$ cat src/rtl/timer_pkg.sv
`default_nettype none
// +----------------------------------------------------------------------+
// | timer_pkg : register map and CTRL bit layout for timer_multi         |
// | Revision  : 1.0                                                      |
// +----------------------------------------------------------------------+
package timer_pkg;

  localparam int unsigned c_addr_w = 32;
  localparam int unsigned c_data_w = 32;

  localparam logic [7:0] c_ch_stride  = 8'h10;
  localparam logic [7:0] c_irq_status = 8'h80;

  localparam logic [3:0] c_off_ctrl  = 4'h0;
  localparam logic [3:0] c_off_count = 4'h4;
  localparam logic [3:0] c_off_cmp   = 4'h8;
  localparam logic [3:0] c_off_presc = 4'hC;

  localparam int unsigned c_ctrl_en   = 0;
  localparam int unsigned c_ctrl_ie   = 1;
  localparam int unsigned c_ctrl_pend = 2;
  localparam int unsigned c_ctrl_mode = 3;

  typedef enum logic [2:0] {
    REG_CTRL  = 3'd0,
    REG_COUNT = 3'd1,
    REG_CMP   = 3'd2,
    REG_PRESC = 3'd3,
    REG_NONE  = 3'd4
  } reg_sel_e;

  // Offsets inside a channel block; anything not word-exact is unmapped.
  function automatic reg_sel_e decode_off(input logic [3:0] off);
    case (off)
      c_off_ctrl:  return REG_CTRL;
      c_off_count: return REG_COUNT;
      c_off_cmp:   return REG_CMP;
      c_off_presc: return REG_PRESC;
      default:     return REG_NONE;
    endcase
  endfunction

endpackage : timer_pkg
`default_nettype wire

$ cat src/rtl/timer_channel.sv
`default_nettype none
// +----------------------------------------------------------------------+
// | timer_channel : one prescaled compare timer with W1C pending flag    |
// | Revision      : 1.0                                                  |
// +----------------------------------------------------------------------+
module timer_channel
  import timer_pkg::*;
#(
  parameter int CNT_W   = 32,
  parameter int PRESC_W = 8
) (
  input  logic                clk_i,
  input  logic                rst_i,
  input  logic                i_ctrl_we,
  input  logic                i_cmp_we,
  input  logic                i_presc_we,
  input  logic [c_data_w-1:0] i_wdata,
  output logic [3:0]          o_ctrl,
  output logic [CNT_W-1:0]    o_count,
  output logic [CNT_W-1:0]    o_cmp,
  output logic [PRESC_W-1:0]  o_presc,
  output logic                o_pend,
  output logic                o_irq
);

  logic               r_en;
  logic               r_ie;
  logic               r_pend;
  logic               r_mode;
  logic [CNT_W-1:0]   r_count;
  logic [CNT_W-1:0]   r_cmp;
  logic [PRESC_W-1:0] r_presc;
  logic [PRESC_W-1:0] r_psc;

  logic w_tick;
  logic w_match;
  logic w_en_nxt;
  logic w_pend_nxt;
  logic w_run;
  logic w_unused_wdata;

  // >= keeps a lowered PRESC from letting the prescaler run to wrap-around.
  assign w_tick  = r_en && (r_psc >= r_presc);
  assign w_match = w_tick && (r_count >= r_cmp);

  always_comb begin
    w_en_nxt = i_ctrl_we ? i_wdata[c_ctrl_en] : r_en;
    if (w_match && !r_mode) begin
      w_en_nxt = 1'b0;
    end
    w_pend_nxt = r_pend;
    if (i_ctrl_we && i_wdata[c_ctrl_pend]) begin
      w_pend_nxt = 1'b0;
    end
    if (w_match) begin
      w_pend_nxt = 1'b1;
    end
  end

  // Counting only proceeds while enabled before and after the edge, so a
  // fresh enable always starts from zero and a disable clears immediately.
  assign w_run = r_en && w_en_nxt;

  always_ff @(posedge clk_i or posedge rst_i) begin
    if (rst_i) begin
      r_en    <= 1'b0;
      r_ie    <= 1'b0;
      r_pend  <= 1'b0;
      r_mode  <= 1'b0;
      r_cmp   <= '0;
      r_presc <= '0;
    end else begin
      r_en   <= w_en_nxt;
      r_pend <= w_pend_nxt;
      if (i_ctrl_we) begin
        r_ie   <= i_wdata[c_ctrl_ie];
        r_mode <= i_wdata[c_ctrl_mode];
      end
      if (i_cmp_we) begin
        r_cmp <= i_wdata[CNT_W-1:0];
      end
      if (i_presc_we) begin
        r_presc <= i_wdata[PRESC_W-1:0];
      end
    end
  end

  always_ff @(posedge clk_i or posedge rst_i) begin
    if (rst_i) begin
      r_psc   <= '0;
      r_count <= '0;
    end else if (!w_run) begin
      r_psc   <= '0;
      r_count <= '0;
    end else begin
      if (w_tick) begin
        r_psc <= '0;
      end else begin
        r_psc <= r_psc + 1'b1;
      end
      if (w_match) begin
        r_count <= '0;
      end else if (w_tick) begin
        r_count <= r_count + 1'b1;
      end
    end
  end

  assign w_unused_wdata = ^i_wdata;

  assign o_ctrl  = {r_mode, r_pend, r_ie, r_en};
  assign o_count = r_count;
  assign o_cmp   = r_cmp;
  assign o_presc = r_presc;
  assign o_pend  = r_pend;
  assign o_irq   = r_pend & r_ie;

endmodule : timer_channel
`default_nettype wire

$ cat src/rtl/timer_multi.sv
`default_nettype none
// +----------------------------------------------------------------------+
// | timer_multi : NUM_CH independent timers behind a small register bus  |
// | Revision    : 1.0                                                    |
// +----------------------------------------------------------------------+
module timer_multi
  import timer_pkg::*;
#(
  parameter int NUM_CH  = 4,
  parameter int CNT_W   = 32,
  parameter int PRESC_W = 8
) (
  input  logic                clk_i,
  input  logic                rst_i,
  input  logic                wen_i,
  input  logic [c_addr_w-1:0] waddr_i,
  input  logic [c_data_w-1:0] wdata_i,
  input  logic [c_addr_w-1:0] raddr_i,
  output logic [c_data_w-1:0] rdata_o,
  output logic [NUM_CH-1:0]   timer_irq_o,
  output logic                timer_int_flag_o
);

  logic [7:0]                          r_raddr;
  logic [NUM_CH-1:0]                   w_pend;
  logic [NUM_CH-1:0][3:0]              w_ctrl;
  logic [NUM_CH-1:0][CNT_W-1:0]        w_count;
  logic [NUM_CH-1:0][CNT_W-1:0]        w_cmp;
  logic [NUM_CH-1:0][PRESC_W-1:0]      w_presc;
  logic [c_data_w-1:0]                 w_rdata;
  reg_sel_e                            w_wsel;
  reg_sel_e                            w_rsel;
  logic                                w_unused_addr;

  assign w_wsel = decode_off(waddr_i[3:0]);
  assign w_rsel = decode_off(r_raddr[3:0]);

  // Channel indices at or above NUM_CH simply match no generated block.
  generate
    for (genvar g = 0; g < NUM_CH; g++) begin : g_ch
      localparam logic [7:0] c_base = c_ch_stride * 8'(g);
      logic w_hit;

      assign w_hit = wen_i && (waddr_i[7:4] == c_base[7:4]);

      timer_channel #(
        .CNT_W   (CNT_W),
        .PRESC_W (PRESC_W)
      ) u_channel (
        .clk_i      (clk_i),
        .rst_i      (rst_i),
        .i_ctrl_we  (w_hit && (w_wsel == REG_CTRL)),
        .i_cmp_we   (w_hit && (w_wsel == REG_CMP)),
        .i_presc_we (w_hit && (w_wsel == REG_PRESC)),
        .i_wdata    (wdata_i),
        .o_ctrl     (w_ctrl[g]),
        .o_count    (w_count[g]),
        .o_cmp      (w_cmp[g]),
        .o_presc    (w_presc[g]),
        .o_pend     (w_pend[g]),
        .o_irq      (timer_irq_o[g])
      );
    end
  endgenerate

  always_ff @(posedge clk_i or posedge rst_i) begin
    if (rst_i) begin
      r_raddr <= '0;
    end else begin
      r_raddr <= raddr_i[7:0];
    end
  end

  always_comb begin
    w_rdata = '0;
    if (r_raddr == c_irq_status) begin
      w_rdata[NUM_CH-1:0] = w_pend;
    end else begin
      for (int c = 0; c < NUM_CH; c++) begin
        if (r_raddr[7:4] == c[3:0]) begin
          case (w_rsel)
            REG_CTRL:  w_rdata[3:0]         = w_ctrl[c];
            REG_COUNT: w_rdata[CNT_W-1:0]   = w_count[c];
            REG_CMP:   w_rdata[CNT_W-1:0]   = w_cmp[c];
            REG_PRESC: w_rdata[PRESC_W-1:0] = w_presc[c];
            default:   w_rdata              = '0;
          endcase
        end
      end
    end
  end

  assign w_unused_addr    = ^{waddr_i[c_addr_w-1:8], raddr_i[c_addr_w-1:8]};
  assign rdata_o          = w_rdata;
  assign timer_int_flag_o = |timer_irq_o;

endmodule : timer_multi
`default_nettype wire

$ cat config.mk
export PLATFORM = sky130hd
export DESIGN_NAME = timer_multi
export DESIGN_NICKNAME = d
export VERILOG_FILES = /design/src/rtl/timer_pkg.sv /design/src/rtl/timer_channel.sv /design/src/rtl/timer_multi.sv
export SDC_FILE = /design/constraint.sdc
export NUM_CORES = 1
export LEC_CHECK = 0
export BUFFER_PORTS_ARGS = -buffer_cell sky130_fd_sc_hd__buf_2
export CAP_MARGIN = 20
export CORE_ASPECT_RATIO = 1.4
export CORE_MARGIN = 2
export CORE_UTILIZATION = 50
export CTS_CLUSTER_SIZE = 16
export DETAILED_ROUTE_END_ITERATION = 8
export GPL_TIMING_DRIVEN = 0
export HOLD_SLACK_MARGIN = 0.02
export PLACE_DENSITY = 0.71
export REMOVE_ABC_BUFFERS = 1
export SYNTH_ARGS = -nofsm -noshare
export SYNTH_HDL_FRONTEND = slang
export SYNTH_SLANG_ARGS = --single-unit
$ cat constraint.sdc
create_clock -name clk_i -period 26.8 [get_ports clk_i]
set_input_delay 6.7 -clock clk_i [delete_from_list [all_inputs] [get_ports clk_i]]
set_output_delay 6.7 -clock clk_i [all_outputs]
set_load 0.01 [all_outputs]
==> results list, run 1 <==
- The run finished with clean final reports.
* # fillers: 3710
* Setup CP Type: reg -> out
* GRT met3 Usage: 0.0414
- Timing-limited maximum frequency: 94.9 MHz
- After clock tree synthesis, the repair step resized 0 gates.
- Leakage dissipation: 10.6 nW
- Max-capacitance violation count: 0
- Final cycle utilization of the critical path: 0.393
* Number of antenna violations at the first check in global routing: 1
* Die H: 247 um
- STA classifies the critical path startpoint as a flip-flop.
- Routing usage on met1: 0.340
* Largest net degree at the start of global routing: 130
- Setup violations, final: 0
* Count of flip-flops with a built-in enable after synthesis: 0
* Post-synth top flop: sky130_fd_sc_hd__dfrtp_1
- Cts bufs inserted: 36
- For the final database, setup skew stands at 13.6 ps.
- Number of clock sinks: 344
* Number of antenna repair diodes: 0
- Crit path DAT: 3840 ps
- For this run, the number of Yosys warnings is 0.
* Routed WL: 61.9 mm
- Detailed placement ended at an HPWL of 45.2 mm.
- Hold Vio Cnt, Final: 0
- After the last flow step, the layout net total stands at 2570.
* Drt drc: 0
- CTS H-tree depth: 2
* Hold_buf cts: 0
- Peak supply drop: 0.0000321 V
- The floorplan step defined a die boundary enclosing 43900 um^2.
- In this run, the number of DRC markers left after iteration 0 of detailed routing was 1584.
* Classification of the worst-slack hold path: reg -> reg
* Final Max Slew Viols: 0
- Sum of negative setup slack: 0 ps
* Clock root cell: sky130_fd_sc_hd__clkbuf_16
* Core box area: 41900 um^2
* PwrDens: 50.1 nW/um^2
- The routed design could run at a clock period as short as 10540 ps.
- The initial utilization of the core area, before any placement, comes to 0.504.
* Area share of the largest cell type after synthesis: 0.408
- Post-synthesis instance area: 21100 um^2
- Clock transition at the registers of the reported paths: 60 ps
- After detailed routing, the average wire length per cell comes to 21.5 um.
* Post-CTS repair timing setup buffer count: 0
- Number of placement rows: 89
- I/O pins: 136
- Met2 routing resource usage after global routing: 0.487
- In the final layout, the share of cells above drive strength 1 is 0.125.
- In this run the tightest slew margin relative to its limit is 0.307.
- Post-detailed-route via-to-cell ratio: 6.29
* Maximum net fanout on the critical path: 57
* Width of the die: 178 um
* Clock tree from TritonCTS: yes
- The synthesized design contains 344 register bits.
- Synthesis produced 2265 cells.
- Synth async-reset ratio: 1.00
- Relative to the synthesized area, the layout overhead comes to 11.4%.
- The first global-routing pass estimated 96.6 mm of wire.
- The synthesized netlist contains 73 unique library cells.
* Clk buf depth: 3
* Placed standard-cell area: 22300 um^2
- Most frequent cell after synthesis: sky130_fd_sc_hd__dfrtp_1
- Setup repair after global routing missed its margin: false
* Gr ovfl total: 0
- The setup check on the worst reg-to-reg path leaves a slack of 22910 ps.
- STA classifies the critical path endpoint as an output pin.
- After routing the design area is 23500 um^2.
- Gr usage total: 0.281
- Of the synthesized area, sequential elements account for 0.408.
* Gp weighted congestion: 0.929
- Dividing the synthesized area by the synthesized cell count gives 9.32 um^2.
- Of all cell types, the one taking the most synthesized area is sky130_fd_sc_hd__dfrtp_1.
- Insertion delay of the later-clocked pin in the worst-skew pair: 540 ps
- The commonest cells after synthesis are 344 x sky130_fd_sc_hd__dfrtp_1, 210 x sky130_fd_sc_hd__nand2_1, 184 x sky130_fd_sc_hd__inv_1.
* Antenna violation net count after detailed routing: 0
- Largest cells by area after synthesis: sky130_fd_sc_hd__dfrtp_1 41%, sky130_fd_sc_hd__ha_1 10%, sky130_fd_sc_hd__mux2_2 4.7%
- Req. time, crit path: 20100 ps
* Number of port buffers: 87
- For the pin with the worst max-slew slack, the measured transition is 1030 ps.
* Number of global-route vias before repair: 17.6k
- The detailed router placed 18.1k vias in this run.
- After global routing, the most crowded layer is met2.
- The pre-antenna-repair detailed-routing pass consisted of 6 iterations.
==> critical path, cell delays in order (launching register included) <==
cell and delay (ps):
sky130_fd_sc_hd__dfrtp_1 780, sky130_fd_sc_hd__buf_16 230, sky130_fd_sc_hd__nor2b_4 520, sky130_fd_sc_hd__and2_4 430, sky130_fd_sc_hd__buf_16 290, sky130_fd_sc_hd__a22oi_1 170
sky130_fd_sc_hd__nor2_1 160, sky130_fd_sc_hd__nor2_1 70, sky130_fd_sc_hd__a21oi_1 360, sky130_fd_sc_hd__buf_2 210
==> power breakdown <==
part	switching (mW)	internal, mW	leakage (nW)
sequential	0.0135	0.537	4.40
combinational	0.0762	0.0355	5.59
clock	0.216	0.300	0.596
==> routing by layer <==
| metal | up-vias | share of wire |
|---|---|---|
| li1 | 8272 | - |
| met1 | 8996 | 0.40 |
| met2 | 627 | 0.50 |
| met3 | 178 | 0.053 |
| met4 | 2 | 0.053 |
| met5 | - | 0.00021 |
==> flip-flops by register name, summed over array words and instances, names as in the netlist <==
register / count
r_raddr: 8
g_ch.u_channel.o_presc: 32
g_ch.u_channel.r_ie: 4
g_ch.u_channel.r_psc: 32
g_ch.u_channel.r_en: 4
g_ch.u_channel.o_pend: 4
g_ch.u_channel.r_mode: 4
g_ch.u_channel.o_count: 128
g_ch.u_channel.o_cmp: 128
==> layout by cell type, fill, tap and decap left out, drive strengths merged, types with 25 or more instances in the layout <==
cell type	count
dfrtp	344
nand2	211
inv	184
nor2	178
ha	168
o21ai	138
buf	110
a22oi	109
mux2	88
nand3	84
a21oi	72
xor2	57
clkbuf	54
xnor2	44
nand4	40
and3	35
nor3	28
and2	28
a21o	25
a22o	25
o221ai	25
==> metrics by stage <==
stage	cells	power, mW	setup WS (ps)	hold slack, ps	util
after detailed placement	2809	0.669	16910	494	0.532
after CTS	2873	1.18	16340	507	0.561
after global placement	2788	0.661	6640	487	0.520
after global routing	2875	1.21	16120	516	0.562
final	2875	1.18	16260	508	0.562
after floorplan	2155	0.622	10560	466	-
==> path summary, 6_finish.rpt <==
| check | startpoint | endpoint | cells past startpoint |
|---|---|---|---|
| worst max-delay path | r_raddr[2]$_DFF_PP0_ | rdata_o[15] | 9 |
| worst max register to register | g_ch[2].u_channel.o_count[17]$_DFFE_PP0P_ | g_ch[2].u_channel.o_count[26]$_DFFE_PP0P_ | 9 |
| worst min-delay path | g_ch[3].u_channel.o_cmp[7]$_DFFE_PP0P_ | g_ch[3].u_channel.o_cmp[7]$_DFFE_PP0P_ | 1 |
| min in group asynchronous | rst_i | g_ch[2].u_channel.o_count[28]$_DFFE_PP0P_ | 2 |
| worst min register to register | g_ch[3].u_channel.o_cmp[7]$_DFFE_PP0P_ | g_ch[3].u_channel.o_cmp[7]$_DFFE_PP0P_ | 1 |
| max in group asynchronous | rst_i | g_ch[0].u_channel.r_psc[4]$_DFF_PP0_ | 3 |
==> logic make-up (layout without fill, tap and decap cells) <==
family / count (synthesis) / count (layout) / synth area share
AO/OA/AOI/OAI: 562 / 562 / 0.186
XOR/XNOR: 101 / 101 / 0.0419
adder cells (fa/ha/maj): 168 / 168 / 0.0996
buffers and inverters: 294 / 358 / 0.0537
flip-flops: 344 / 344 / 0.408
multiplexers: 94 / 94 / 0.0498
AND/OR/NAND/NOR: 702 / 702 / 0.161
==> cell type report <==
cell class | count | area [um^2] | share of cell area
inverter | 184 | 698 | 0.0297
timing repair buffer | 110 | 907 | 0.0386
clock buffer | 54 | 1090 | 0.0463
clock inverter | 10 | 100 | 0.00426
tap | 546 | 683 | 0.0290
sequential | 344 | 8610 | 0.366
multi-input combinational | 1627 | 11400 | 0.486
Power figures use the tool's default switching activity.
==> run 2, diff against run 1 <==
--- a/config.mk
+++ b/config.mk
@@ -5,6 +5,7 @@
 export SDC_FILE = /design/constraint.sdc
 export NUM_CORES = 1
 export LEC_CHECK = 0
+export ABC_AREA = 1
 export BUFFER_PORTS_ARGS = -buffer_cell sky130_fd_sc_hd__buf_2
 export CAP_MARGIN = 20
 export CORE_ASPECT_RATIO = 1.4
@@ -14,7 +15,7 @@
 export DETAILED_ROUTE_END_ITERATION = 8
 export GPL_TIMING_DRIVEN = 0
 export HOLD_SLACK_MARGIN = 0.02
-export PLACE_DENSITY = 0.71
+export PLACE_DENSITY = 0.73
 export REMOVE_ABC_BUFFERS = 1
 export SYNTH_ARGS = -nofsm -noshare
 export SYNTH_HDL_FRONTEND = slang
==> constraint.sdc (replaced) <==
create_clock -name clk_i -period 8.67 [get_ports clk_i]
set_input_delay 2.1675 -clock clk_i [delete_from_list [all_inputs] [get_ports clk_i]]
set_output_delay 2.1675 -clock clk_i [all_outputs]
set_load 0.01 [all_outputs]
==> results list, run 2 <==
- Outcome: completed
- Number of antenna violations at the first check in global routing: 0
- At the later pin of the worst-skew pair, clock insertion delay measures 570 ps.
- The worst register-to-register path begins at g_ch[1].u_channel.r_psc[5]$_DFF_PP0_.
- Tracing the worst setup path back leads to its startpoint at r_raddr[2]$_DFF_PP0_.
- Terminus of the critical flop-to-flop path: g_ch[1].u_channel.o_count[3]$_DFFE_PP0P_
- Setup violations, final: 0
- Number of port buffers: 87
- Core box area: 43800 um^2
- Once the clock tree was built, the resizer swapped 0 gates to a different size.
- #FFs+latches synth: 344
- Setup slack on the worst reg-to-reg path comes out at 4820 ps.
* Vias after detailed routing: 20.5k
- CTS H-tree depth: 2
* Gp weighted congestion: 0.935
* Number of global-route vias before repair: 19.9k
* Slew @ Worst Pin: 1060 ps
- Peak supply drop: 0.000136 V
- In this run, synthesis inferred 0 flip-flops with an integrated enable.
* Crit path DAT: 5030 ps
* Cts bufs inserted: 38
- Die H: 252 um
- Synth unique cells: 46
- Post-detailed-route via-to-cell ratio: 5.81
* Final Max Slew Viols: 0
* Hold slack: 484 ps
- By instance count, the leading cell after synthesis is sky130_fd_sc_hd__nand2_1.
- The net count of the finished layout is 3201.
- Of all cell types, the one taking the most synthesized area is sky130_fd_sc_hd__dfrtp_1.
- No sink is reached through more buffers than the 3 on the longest clock path.
- Clock-pin slew was measured on the worst setup and hold paths at 60 ps.
* Final cycle utilization of the critical path: 0.830
* Post-synthesis to final-layout area growth: 10.9%
- Clock tree from TritonCTS: yes
* Share of layout cells above drive strength 1: 0.0813
* Timing-limited maximum frequency: 139 MHz
- Routed len/inst: 19.4 um
- Die ar.: 45800 um^2
- Number of clock sinks: 344
- Maximum net fanout on the critical path: 35
- Post-synth top flop: sky130_fd_sc_hd__dfrtp_1
* Overall power of the completed layout: 3.78 mW
- Of all flip-flops after synthesis, the portion carrying an async set or reset was 1.00.
- Final setup margin: 1480 ps
* Classification of the worst-slack hold path: reg -> reg
- After synthesis the cells add up to 22000 um^2.
* Largest net degree at the start of global routing: 126
- Sorting the synthesized cells by how often they occur yields 655 x sky130_fd_sc_hd__nand2_1, 377 x sky130_fd_sc_hd__inv_1, 344 x sky130_fd_sc_hd__dfrtp_1.
- Width of the die: 181 um
- Most common cell after layout, fill and taps aside: sky130_fd_sc_hd__nand2_1
* Max-capacitance violation count: 0
- Number of antenna repair diodes: 0
* I/O pins: 136
- Req. time, crit path: 6500 ps
* Gr ovfl total: 0
- Post-CTS repair timing setup buffer count: 0
- Counting the fill cells in the layout gives 4081.
* Post-Synthesis Cells: 2893
* Area share of the largest cell type after synthesis: 0.391
* Sequential area share after synthesis: 0.391
* Drt drc: 0
- A synthesized cell averages 7.62 um^2.
- In the layout the commonest cells are 649 x sky130_fd_sc_hd__nand2_1, 376 x sky130_fd_sc_hd__inv_1, 344 x sky130_fd_sc_hd__dfrtp_1.
- Largest cells by area after synthesis: sky130_fd_sc_hd__dfrtp_1 39%, sky130_fd_sc_hd__nand2_1 11%, sky130_fd_sc_hd__ha_1 9.5%
* Hold Vio Cnt, Final: 0
* Critical Path Sink Type: output pin
- After the first detailed-routing iteration, the DRC count stood at 2126.
- Worst R2R Path Depth: 11
- In this run the power density over the cells is 155 nW/um^2.
- Yosys Warn Count: 0
- Leakage dissipation: 10.9 nW
- Relative max-transition margin: 0.294
* Pre-Repair DR Iteration Count: 8
- Setup repair after global routing missed its margin: false
- The worst setup path is of the reg -> out kind.
- For this configuration, the core starts out at a cell density of 0.503.
- The first global-routing pass estimated 108 mm of wire.
- Hold repair after CTS inserted 0 buffers.
- After layout, the minimum clock period comes to 7190 ps.
* Clock root cell: sky130_fd_sc_hd__clkbuf_16
- In this run the worst setup path terminates at rdata_o[5].
- Element type at the critical path start: flip-flop
- The clock arrives with 13.4 ps of skew.
- The wire-length estimate of the detail-placed layout is 50.9 mm.
- Once detail routing completed, the nets flagged for antenna violations numbered 0.
* Routed WL: 68.3 mm
* Number of placement rows: 91
- Minimum setup slack after placement: 2250 ps
- Gr usage total: 0.302
==> run 2: worst min path at each step <==
| stage | cells after the start | slack, ps | start | endpoint |
|---|---|---|---|---|
| 6_report | 2 | 480 | g_ch[1].u_channel.o_cmp[8]$_DFFE_PP0P_ | g_ch[1].u_channel.o_cmp[8]$_DFFE_PP0P_ |
| 5_1_grt | 2 | 500 | g_ch[2].u_channel.o_cmp[2]$_DFFE_PP0P_ | g_ch[2].u_channel.o_cmp[2]$_DFFE_PP0P_ |
| 4_1_cts | 2 | 490 | g_ch[2].u_channel.o_cmp[17]$_DFFE_PP0P_ | g_ch[2].u_channel.o_cmp[17]$_DFFE_PP0P_ |
| 3_5_place_dp | 2 | 470 | g_ch[0].u_channel.o_cmp[4]$_DFFE_PP0P_ | g_ch[0].u_channel.o_cmp[4]$_DFFE_PP0P_ |
| 3_3_place_gp | 2 | 470 | g_ch[0].u_channel.o_cmp[9]$_DFFE_PP0P_ | g_ch[0].u_channel.o_cmp[9]$_DFFE_PP0P_ |
| 2_1_floorplan | 2 | 450 | g_ch[0].u_channel.o_cmp[10]$_DFFE_PP0P_ | g_ch[0].u_channel.o_cmp[10]$_DFFE_PP0P_ |
==> run 2: cell type report <==
type / instances / area [um^2] / share of cell area
Clock inverter: 10 / 103 / 0.00420
Sequential cell: 344 / 8610 / 0.352
Clock buffer: 59 / 1180 / 0.0484
Multi-Input combinational cell: 2056 / 11600 / 0.474
Timing Repair Buffer: 105 / 806 / 0.0330
Inverter: 389 / 1470 / 0.0601
Tap cell: 558 / 698 / 0.0286
==> run 2: kinds of logic after synthesis <==
kind of cell	share of synthesized area
buffers and inverters	0.0862
adders and majority gates	0.0954
AOI/OAI and AO/OA	0.135
DFF	0.391
and+or+nand+nor	0.251
xor gates and xnor gates	0.0425
==> run 2: power by group <==
part           switching, mW  leakage (nW)  internal, mW
logic                  0.286          5.48         0.110
clock network          0.699         0.636         0.999
registers             0.0363          4.74          1.65
total                   1.02          10.9          2.76
==> run 2: through the flow <==
| stage | TNS [ps] | std cells | area (um^2) | util |
|---|---|---|---|---|
| 2_1_floorplan | -1043770 | 2789 | 21600 | - |
| 6_report | 0 | 3521 | 24400 | 0.557 |
| 5_1_grt | 0 | 3521 | 24400 | 0.557 |
| 3_5_place_dp | 0 | 3451 | 23100 | 0.528 |
| 4_1_cts | 0 | 3520 | 24400 | 0.557 |
| 3_3_place_gp | -2377310 | 3434 | 22700 | 0.519 |
==> run 2: routing by layer <==
layer	vias to the layer above	global-route usage	share of wire
met5	-	0	0
met4	0	0.209	0.077
met3	223	0.0310	0.057
met2	763	0.504	0.47
met1	9800	0.369	0.40
li1	9667	-	-
==> run 2: worst max-delay path, stage by stage, from the launching register on <==
cell	delay, ps
sky130_fd_sc_hd__dfrtp_1	900
sky130_fd_sc_hd__nand2_2	730
sky130_fd_sc_hd__nor2_4	940
sky130_fd_sc_hd__buf_12	300
sky130_fd_sc_hd__inv_2	310
sky130_fd_sc_hd__o22ai_1	220
sky130_fd_sc_hd__a21oi_1	60
sky130_fd_sc_hd__o22ai_1	440
sky130_fd_sc_hd__a21oi_1	100
sky130_fd_sc_hd__a21oi_1	250
sky130_fd_sc_hd__buf_2	180
